## src/rtl/shift_reg_tap_if.sv

```systemverilog
// Bundle of the shift_reg_tap control, input-entry and tap signals.
// The slave modport is the delay line itself; the master side is the user of the line.
interface shift_reg_tap_if #(
   parameter int DataWidth = 8,
   parameter int MaxDepth  = 4
);
   localparam int DelW = (MaxDepth < 1) ? 1 : $clog2(MaxDepth + 1);

   logic                 en_i;
   logic                 flush_i;
   logic [DelW-1:0]      delay_i;
   logic                 valid_i;
   logic [DataWidth-1:0] data_i;
   logic                 valid_o;
   logic [DataWidth-1:0] data_o;
   logic [DelW-1:0]      count_o;

   modport master (
      output en_i, flush_i, delay_i, valid_i, data_i,
      input  valid_o, data_o, count_o
   );

   modport slave (
      input  en_i, flush_i, delay_i, valid_i, data_i,
      output valid_o, data_o, count_o
   );
endinterface

```

## src/rtl/shift_reg_tap.sv

```systemverilog
// Stallable, flushable delay line with per-stage valid bits and a runtime-selectable tap.
// MaxDepth=0 collapses the block to a wire from input to output.
module shift_reg_tap #(
   parameter int DataWidth = 8,
   parameter int MaxDepth  = 4
) (
   input logic           clk_i,
   input logic           rst_i,
   shift_reg_tap_if.slave bus
);
   localparam int DelW = (MaxDepth < 1) ? 1 : $clog2(MaxDepth + 1);

   if (MaxDepth == 0) begin : g_wire
      // No state at all; control inputs are deliberately left dangling into a sink.
      logic unused_ctrl;
      assign unused_ctrl   = ^{clk_i, rst_i, bus.en_i, bus.flush_i, bus.delay_i};
      assign bus.valid_o   = bus.valid_i;
      assign bus.data_o    = bus.data_i;
      assign bus.count_o   = '0;
   end else begin : g_line
      localparam logic [DelW-1:0] MaxDepthW = DelW'(MaxDepth);

      logic [MaxDepth-1:0]  v_q, v_d;
      logic [DataWidth-1:0] d_q [MaxDepth];
      logic [DataWidth-1:0] d_d [MaxDepth];
      logic                 src_v [MaxDepth];
      logic [DataWidth-1:0] src_d [MaxDepth];
      logic [DelW-1:0]      eff_delay;
      logic                 tap_v;
      logic [DataWidth-1:0] tap_d;
      logic [DelW-1:0]      cnt;

      // Each stage's shift source: the input entry for stage 0, the previous stage otherwise.
      for (genvar gi = 0; gi < MaxDepth; gi++) begin : g_src
         if (gi == 0) begin : g_head
            assign src_v[gi] = bus.valid_i;
            assign src_d[gi] = bus.data_i;
         end else begin : g_body
            assign src_v[gi] = v_q[gi-1];
            assign src_d[gi] = d_q[gi-1];
         end
      end

      always_comb begin
         v_d = v_q;
         for (int k = 0; k < MaxDepth; k++) begin
            d_d[k] = d_q[k];
            if (bus.en_i) begin
               v_d[k] = src_v[k];
               d_d[k] = src_d[k];
            end
         end
         // Flush kills every valid bit, including the one being shifted in; data still moves.
         if (bus.flush_i) begin
            v_d = '0;
         end
      end

      always_ff @(posedge clk_i) begin
         if (rst_i) begin
            v_q <= '0;
            for (int k = 0; k < MaxDepth; k++) begin
               d_q[k] <= '0;
            end
         end else begin
            v_q <= v_d;
            for (int k = 0; k < MaxDepth; k++) begin
               d_q[k] <= d_d[k];
            end
         end
      end

      always_comb begin
         eff_delay = (bus.delay_i > MaxDepthW) ? MaxDepthW : bus.delay_i;
         tap_v     = bus.valid_i;
         tap_d     = bus.data_i;
         cnt       = '0;
         for (int k = 0; k < MaxDepth; k++) begin
            if (DelW'(k + 1) == eff_delay) begin
               tap_v = v_q[k];
               tap_d = d_q[k];
            end
            if ((DelW'(k) < eff_delay) && v_q[k]) begin
               cnt = cnt + DelW'(1);
            end
         end
      end

      assign bus.valid_o = tap_v;
      assign bus.data_o  = tap_d;
      assign bus.count_o = cnt;
   end
endmodule

```

## src/flat_wrapper.sv

```systemverilog
// flat-port wrapper written by rule: the top's interface ports become plain ports
module shift_reg_tap_flat 
#(
   parameter int DataWidth = 8,
   parameter int MaxDepth  = 4
)
  (clk_i, rst_i, bus_en_i, bus_flush_i, bus_delay_i, bus_valid_i, bus_data_i, bus_valid_o, bus_data_o, bus_count_o);
  shift_reg_tap_if #(.DataWidth(DataWidth), .MaxDepth(MaxDepth)) bus_i ();
  input logic clk_i;
  input logic rst_i;
  input wire logic [$bits(bus_i.en_i)-1:0] bus_en_i;
  input wire logic [$bits(bus_i.flush_i)-1:0] bus_flush_i;
  input wire logic [$bits(bus_i.delay_i)-1:0] bus_delay_i;
  input wire logic [$bits(bus_i.valid_i)-1:0] bus_valid_i;
  input wire logic [$bits(bus_i.data_i)-1:0] bus_data_i;
  output wire logic [$bits(bus_i.valid_o)-1:0] bus_valid_o;
  output wire logic [$bits(bus_i.data_o)-1:0] bus_data_o;
  output wire logic [$bits(bus_i.count_o)-1:0] bus_count_o;
  assign bus_i.en_i = bus_en_i;
  assign bus_i.flush_i = bus_flush_i;
  assign bus_i.delay_i = bus_delay_i;
  assign bus_i.valid_i = bus_valid_i;
  assign bus_i.data_i = bus_data_i;
  assign bus_valid_o = bus_i.valid_o;
  assign bus_data_o = bus_i.data_o;
  assign bus_count_o = bus_i.count_o;
  shift_reg_tap #(.DataWidth(DataWidth), .MaxDepth(MaxDepth)) u_core (.clk_i(clk_i), .rst_i(rst_i), .bus(bus_i));
endmodule
```

## config.mk

```make
export PLATFORM = sky130hd
export DESIGN_NAME = shift_reg_tap_flat
export DESIGN_NICKNAME = d
export VERILOG_FILES = /design/src/rtl/shift_reg_tap_if.sv /design/src/rtl/shift_reg_tap.sv /design/src/flat_wrapper.sv
export SDC_FILE = /design/constraint.sdc
export NUM_CORES = 1
export LEC_CHECK = 0
export ABC_AREA = 1
export CORE_MARGIN = 2
export CORE_UTILIZATION = 35
export DETAILED_ROUTE_END_ITERATION = 10
export REMOVE_ABC_BUFFERS = 1
export SLEW_MARGIN = 20
export SYNTH_ARGS = -nofsm -noshare
export SYNTH_HDL_FRONTEND = slang
export SYNTH_SLANG_ARGS = --single-unit
```

## constraint.sdc

```tcl
create_clock -name clk_i -period 2.7 [get_ports clk_i]
set_clock_uncertainty 0.15 [all_clocks]
set_input_delay 0.54 -clock clk_i [delete_from_list [all_inputs] [get_ports clk_i]]
set_output_delay 0.54 -clock clk_i [all_outputs]
set_load 0.01 [all_outputs]
```

Word-level counts from Yosys, hierarchy flattened
Memory sizes are Yosys's and may differ from the RTL's. Cells that the tools add are included.

Equality and inequality tests: 4. Bitwise logic cells: 4. Muxes and demuxes: 24. Magnitude comparators: 5. Add/sub/neg operators: 3. Reductions and logical operators: 5.

Operators with widths (count): 8-bit two-way mux (12); 3-bit two-way mux (4); 1-bit two-way mux (8); 3-bit by 1-bit adder with 3-bit output, second input constant (2); 2-bit by 3-bit == test with 1-bit output, first input constant (2); 1-bit by 3-bit less-than comparator with 1-bit output, first input constant (2); 2-bit by 3-bit less-than comparator with 1-bit output, first input constant (2); 1-bit logical AND (4); 1-bit bitwise OR (4); 1-bit by 3-bit == test with 1-bit output, first input constant (1); 3-bit == test, first input constant (1); 3-bit greater-than comparator, second input constant (1); 1-bit by 1-bit adder with 2-bit output, second input constant (1); 2-bit OR reduction (1).

Logic and storage cells: 47. Output and inout bits: 12. Register bits: 4. Memories kept: 1. Memory bits (writable): 32.

Memories: u_core.g_line.d_q (depth 4, width 8, read ports 4, clocked after memory_dff 0, write ports 4, line shift_reg_tap.sv:24) `logic [DataWidth-1:0] d_q [MaxDepth];`.

Logic depth before layout (Yosys ltp)
Depth after elaboration: 11. Gate-level depth with buffers: 13.

Worst setup path before layout
Ideal clock, no wire load.

Path type: input port to output port. Start point: input bus_delay_i[2]. End point: output bus_count_o[2]. Stages: 13. Data arrival time: 2151 ps. Setup slack: -141 ps. Required time: 2010 ps. Cells stage by stage: buf_6 nor2_4 inv_1 o21ai_0 inv_1 ha_1 inv_1 nand2_1 nand2_1 inv_1 ha_1 nand2_1 xor2_1.

Cells in the longest elaborated chain, start to end: 11.

RTL lines: from (decl) (line flat_wrapper.sv:13) `input wire logic [$bits(bus_i.delay_i)-1:0] bus_delay_i;`; 3-bit greater-than comparator (line shift_reg_tap.sv:74) `eff_delay = (bus.delay_i > MaxDepthW) ? MaxDepthW : bus.delay_i;`; 3-bit two-way mux * (line shift_reg_tap.sv:74); 1-bit by 3-bit less-than comparator with 1-bit output (line shift_reg_tap.sv:83) `if ((DelW'(k) < eff_delay) && v_q[k]) begin`; 1-bit logical AND (line shift_reg_tap.sv:83); 1-bit two-way mux (line shift_reg_tap.sv:83); 1-bit by 1-bit adder with 2-bit output (line shift_reg_tap.sv:84) `cnt = cnt + DelW'(1);`; 3-bit two-way mux (line shift_reg_tap.sv:83); 3-bit by 1-bit adder with 3-bit output (line shift_reg_tap.sv:84); 3-bit two-way mux (line shift_reg_tap.sv:83); 3-bit by 1-bit adder with 3-bit output (line shift_reg_tap.sv:84); 3-bit two-way mux * (line shift_reg_tap.sv:83); to (decl) (line flat_wrapper.sv:18) `output wire logic [$bits(bus_i.count_o)-1:0] bus_count_o;`.

Mark *: on every way between the ends. The rest lies on a longest branch, timed or not.

Worst setup path in the final report
Start point: input bus_delay_i[1]. End point: output bus_count_o[1].

The elaborated chain is that of the path after synthesis.

==> metrics.md <==
| Metric | Value |
|---|---|
| ANT cells | `0` |
| Ys async rst share | `0%` |
| Min cycle time layout | `2.64 ns` |
| Critical path data arrival time | `1.95 ns` |
| Ports | `28` |
| Port buffer count | `27` |
| Starting Density | `35.9%` |
| DR WL/cell | `11.3 µm` |
| Top FF cell, synth | `dfxtp_1` |
| WS Path Type | `in2out` |
| CP required | `2.01 ns` |
| Max-capacitance violation count | `0` |
| Clock buffer count from CTS | `5` |
| Grt met1 use | `about a fifth` |
| GRT Total Usage | `between 10% and 20%` |
| Core ar. | `5070 µm²` |
| Max Clk Rate | `around 380 MHz` |
| Worst Hold Class | `reg2reg` |
| Clock root buffer | `clkbuf_8` |
| Vias | `1770` |
| RSZ-0062 raised after global routing | `yes` |
| Nets | `~330` |
| Routed Antenna Nets | `0` |
| Synth Cell Area | `1820 µm²` |
| Worst-margin pin slew | `0.458 ns` |
| Die Area | `5800 µm²` |
| Setup violations, final | `0` |
| Vias/cell | `4.66` |
| Critical path's largest stage delay | `between 0.2 and 0.3 ns` |
| Met2 usage | `25.6%` |
| Finished Cell Area | `between 2000 and 2500 µm²` |
| # DRC | `0` |
| EDFF count, synth | `0` |
| Worst-path clk slew | `0.07 ns` |
| Detailed Route WL | `about 4300 µm` |
| XOR/XNOR share of the synthesized area | `0.962%` |
| Synth top area share | `39.6%` |
| Worst-path cell chain | `buf_8 -> nor2_4 -> inv_2 -> o21ai_2 -> inv_2 -> ha_4 -> nand3_2 -> nand2_2 -> inv_2 -> ha_4 -> nand2_1 -> nand2_1 -> buf_2` |
| Final Power | `approximately 1.2 mW` |
| Leak | `1.07 nW` |
| Die height | `roughly 76 µm` |
| Power per cell area | `a little under 500 nW/µm²` |
| Crit-path most repeated cell | `inv_2` |
| Post-Synth Adder-Cell Area | `2.06%` |
| Synth area leaders | `dfxtp_1 40%, nor2_1 14%, o21ai_0 9.1%` |
| Mapped Cells | `271` |
| Status | `completed` |
| Share of cells above drive strength 1 | `17.7%` |
| Met3 Resource Use GR | `3.55%` |
| Drt pass-1 iters | `4` |
| Crit path max fanout | `3` |
| Worst-skew pair later-pin latency | `0.28 ns` |
| Crit path buf inv count | `5` |
| CTS tree | `built` |
| Share of the clock period used by the worst path | `97.9%` |
| Grt peak-use layer | `met2` |
| Relative slew margins | `69.4%` |
| Cell taking the most area after synthesis | `dfxtp_1` |
| Antenna violations before repair | `0` |
| Ys Warns | `0` |
| Clk buf depth | `2` |
| Iter 0 DRT Violations | `109` |
| Hold Vio Cnt, Final | `0` |
| Via count of the first global-routing pass | `1631` |
| Syn-to-layout area delta | `30.2%` |
| Seq/Total Area, Yosys | `39.6%` |
| Clock sink count | `36` |
| Pin count of the biggest net entering global routing | `33` |
| Total global routing overflow | `0` |
| # rows | `26` |
| Cts hold-fix bufs | `0` |
| H-tree Lvls | `2` |
| Final GP Congestion | `between 0.7 and 0.8` |
| Largest family of logic cells by synthesized area | `simple AND/OR/NAND/NOR gates` |
| Area post-placement | `2250 µm²` |
| Max-slew violation count | `0` |
| Die width | `76.1 µm` |
| VDD IR max | `0.323 mV` |
| Multiplexer share of the synthesized area | `0%` |
| Yosys reg bits | `36` |
| Area fraction in compound gates after synthesis | `19.7%` |
| Distinct cells, synth | `23` |
| Post-synthesis simple-gate area fraction | `28.4%` |
| First-pass GRT wire length | `7450 µm` |
| CP Capture Type | `output port` |
| Type of origin of the critical path | `input pin` |
| Top-count cell post-synth | `nor2_1` |
| Syn Area/Cell | `6.72 µm²` |
| Commonest cells post-synth | `69 x nor2_1, 37 x nand2_1, 36 x dfxtp_1` |
| Crit-path leading delay family | `adder cells` |
| DP HPWL | `approximately 2900 µm` |
| Slowest-stage cell, CP | `ha_4` |
[layout by cell type (no fill, tap or decap), types with 3 or more instances in the layout]
cell type / instances
nor2_1: 68
dfxtp_1: 36
nand2_1: 34
o21ai_0: 32
a21oi_1: 26
buf_4: 19
inv_1: 16
clkdlybuf4s50_1: 12
nand3_1: 10
dlygate4sd2_1: 8
inv_2: 6
clkbuf_8: 5
nor2_4: 4
nand2_2: 4
o211ai_1: 3
a211oi_1: 3
[stage by stage]
step                      hold slack, ns  cells  setup WS [ns]  setup TNS, ns  utilization [%]
after floorplan                    0.306    255       -0.00753       -0.00753                -
after global placement             0.322    372         -0.873          -6.84             44.4
after detailed placement           0.326    372         -0.935          -6.91             44.4
after CTS                          0.336    380         0.0110              0             46.0
after global routing               0.371    380        -0.0543         -0.102             46.7
final                              0.335    380         0.0568              0             46.7
[kinds of logic (layout without fill, tap and decap cells)]
| logic type | Yosys count | after routing |
|---|---|---|
| AND/OR/NAND/NOR | 124 | 124 |
| buffers and inverters | 38 | 77 |
| adder cells (fa/ha/maj) | 3 | 3 |
| AO/OA/AOI/OAI | 68 | 68 |
| XOR/XNOR | 2 | 2 |
| flip-flops | 36 | 36 |
[worst paths after layout]
kind,from,end,slack [ns],cells past startpoint
max,bus_delay_i[1],bus_count_o[1],0.06,13
min,u_core.g_line.d_q[0][9],u_core.g_line.d_q[0][9],0.34,2
max reg2reg,u_core.g_line.v_q[0],u_core.g_line.v_q[1],1.75,3
min reg2reg,u_core.g_line.d_q[0][9],u_core.g_line.d_q[0][9],0.34,2
[tightest hold or removal path, cell delays in order (launching register included)]
cell and delay (ns):
dfxtp_1 0.30, inv_1 0.08, a21oi_1 0.07
[metal layers]
layer / vias to the layer above / wire (µm)
met2: 30 / 1900
met1: 787 / 2240
met3: 5 / 131
met5: - / 0
li1: 948 / -
met4: 0 / 32
[flip-flops by register name, summed over array words and instances, names as in the netlist]
register	count
u_core.g_line.d_q	32
u_core.g_line.v_q	4
[what timing repair did]
action | in CTS | in global routing
pin swaps | 2 | 7
buffers inserted | 1 | 0
resized for setup | 34 | 20
setup endpoints to repair | 12 | 12
[report_power, final]
part | leakage (nW) | switching, mW | internal, mW
clock | 0.0410 | 0.189 | 0.176
sequential | 0.298 | 0.0181 | 0.564
combinational | 0.730 | 0.119 | 0.0994
total | 1.07 | 0.326 | 0.839
[cell type report]
cell class / instances / area [µm²]
Clock buffer: 6 / 72.6
Clock inverter: 1 / 5.00
Fill cell: 558 / 2700
Inverter: 22 / 82.6
Multi-Input combinational cell: 197 / 983
Sequential cell: 36 / 721
Tap cell: 70 / 87.6
Timing Repair Buffer: 48 / 420
Power figures use the tool's default switching activity.
==> variant (same flow settings) <==
`DataWidth` is set to 8 in 3 places; all go to 6.
--- a/src/rtl/shift_reg_tap_if.sv
+++ b/src/rtl/shift_reg_tap_if.sv
@@ -1,7 +1,7 @@
 // Bundle of the shift_reg_tap control, input-entry and tap signals.
 // The slave modport is the delay line itself; the master side is the user of the line.
 interface shift_reg_tap_if #(
-   parameter int DataWidth = 8,
+   parameter int DataWidth = 6,
    parameter int MaxDepth  = 4
 );
    localparam int DelW = (MaxDepth < 1) ? 1 : $clog2(MaxDepth + 1);
--- a/src/rtl/shift_reg_tap.sv
+++ b/src/rtl/shift_reg_tap.sv
@@ -1,7 +1,7 @@
 // Stallable, flushable delay line with per-stage valid bits and a runtime-selectable tap.
 // MaxDepth=0 collapses the block to a wire from input to output.
 module shift_reg_tap #(
-   parameter int DataWidth = 8,
+   parameter int DataWidth = 6,
    parameter int MaxDepth  = 4
 ) (
    input logic           clk_i,
--- a/src/flat_wrapper.sv
+++ b/src/flat_wrapper.sv
@@ -1,7 +1,7 @@
 // flat-port wrapper written by rule: the top's interface ports become plain ports
 module shift_reg_tap_flat 
 #(
-   parameter int DataWidth = 8,
+   parameter int DataWidth = 6,
    parameter int MaxDepth  = 4
 )
   (clk_i, rst_i, bus_en_i, bus_flush_i, bus_delay_i, bus_valid_i, bus_data_i, bus_valid_o, bus_data_o, bus_count_o);
Interface: changed (resized bus_data_i and bus_data_o); port bits go from 28 to 24. The function was not compared with the original's and may differ.
==> variant against the original RTL <==
The run now ends with negative setup slack left; largest power group unchanged; sequential cell count decreased by 8; largest cell class unchanged; area after synthesis down 20%; fmax fell by 3.5%; setup slack worse by 95 ps; sequential share of layout area fell by 2.3 points; global-route usage up 1.5 points; die area shrank 19%; routed wire length shrank 14%; cell area decreased by 16%; power is 22% lower.
==> variant: results (changes against the original RTL) <==
stage,metric,value,unit,change
status,outcome,"finished, violations left",,was finished clean
power,Pleak,0.917,nW,was 1.07 nW
finish,fillcell total,424,,was 558
placed_design,routability cong.,0.773,,was 0.736
status,violated checks,negative setup slack,,
finish,CLK BUF,4,,was 6
placed_design,HPWL after DPL,2500,um,was 2900 um
yosys,Synth Area in Compound Gates,0.166,,was 0.197
yosys,ranking of synthesized cells by area,"dfxtp_1 38%, nor2_1 15%, o21ai_0 8.6%, nand2_1 7.5%, a21oi_1 6.2%",,"was dfxtp_1 40%, nor2_1 14%, o21ai_0 9.1%, nand2_1 7.6%, a21oi_1 7.1%"
route,metal3 WL,120,um,was 131 um
clock_network,clock slew at the register clock pins of the worst setup and hold paths,100,ps,was 70 ps
finish,multi-input gate count,169,,was 197
worst_setup_path,CP top delay family,simple AND/OR/NAND/NOR gates,,was adder cells
placed_design,Setup Slack @ Placement,-1020,ps,was -935 ps
route,detailed router's first-iteration violation count,54,,was 109
worst_setup_path,worst reg2reg path startpoint,u_core.g_line.v_q[1]$_SDFFE_PP0P_,,was u_core.g_line.v_q[0]$_SDFFE_PP0P_
sta,Hold Slack,344,ps,was 335 ps
sta,setup ws final,-37.8,ps,was 56.8 ps
worst_setup_path,Crit path arrival time,2050,ps,was 1950 ps
sta,setup TNS,-59.0,ps,was 0 ps
finish,area grow syn2layout,36.7,%,was 30.2%
worst_setup_path,Critical R2R Capture,u_core.g_line.v_q[2]$_SDFFE_PP0P_,,was u_core.g_line.v_q[1]$_SDFFE_PP0P_
worst_hold_path,Hold Crit Endpoint,u_core.g_line.v_q[2]$_SDFFE_PP0P_,,was u_core.g_line.d_q[0][9]$_SDFFE_PP0P_
route,WL/cell,11.8,um,was 11.3 um
yosys,most frequent cells after synthesis,"59 x nor2_1, 29 x nand2_1, 28 x dfxtp_1",,"was 69 x nor2_1, 37 x nand2_1, 36 x dfxtp_1"
sta,Finish-stage setup viols,2,,was 0
global_routing,GR Util met3,0.0195,,was 0.0355
clock_network,CTS H-tree lvls,1,,was 2
yosys,Post-Syn Instances,223,,was 271
yosys,sequential share of the synthesized area,0.384,,was 0.396
yosys,Post-Synth Adder-Cell Area,0.0257,,was 0.0206
finish,post-route insts no fill,316,,was 380
finish,sequential cell area share,0.281,,was 0.304
route,met1 WL,1890,um,was 2240 um
variant: cell families (layout without fill, tap and decap cells):
kind of cell / Yosys count / after routing
DFF: 28 / 28
AOI/OAI and AO/OA: 47 / 47
and+or+nand+nor: 118 / 119
buffers and inverters: 27 / 69
adders and majority gates: 3 / 3
variant: worst max path at each step:
stage	start	to	slack, ps	cells after the start
after global placement	bus_delay_i[1]	bus_count_o[2]	-970	14
after floorplan	bus_delay_i[2]	bus_count_o[2]	-130	12
final	bus_delay_i[2]	bus_count_o[2]	-40	15
after CTS	bus_delay_i[1]	bus_count_o[2]	-80	15
after global routing	bus_delay_i[2]	bus_count_o[2]	-170	15
after detailed placement	bus_delay_i[1]	bus_count_o[2]	-1020	14
variant: power breakdown:
part | switching, mW | leakage (nW) | internal, mW
Combinational | 0.103 | 0.657 | 0.0901
Clock | 0.131 | 0.0288 | 0.130
Sequential | 0.0150 | 0.231 | 0.438
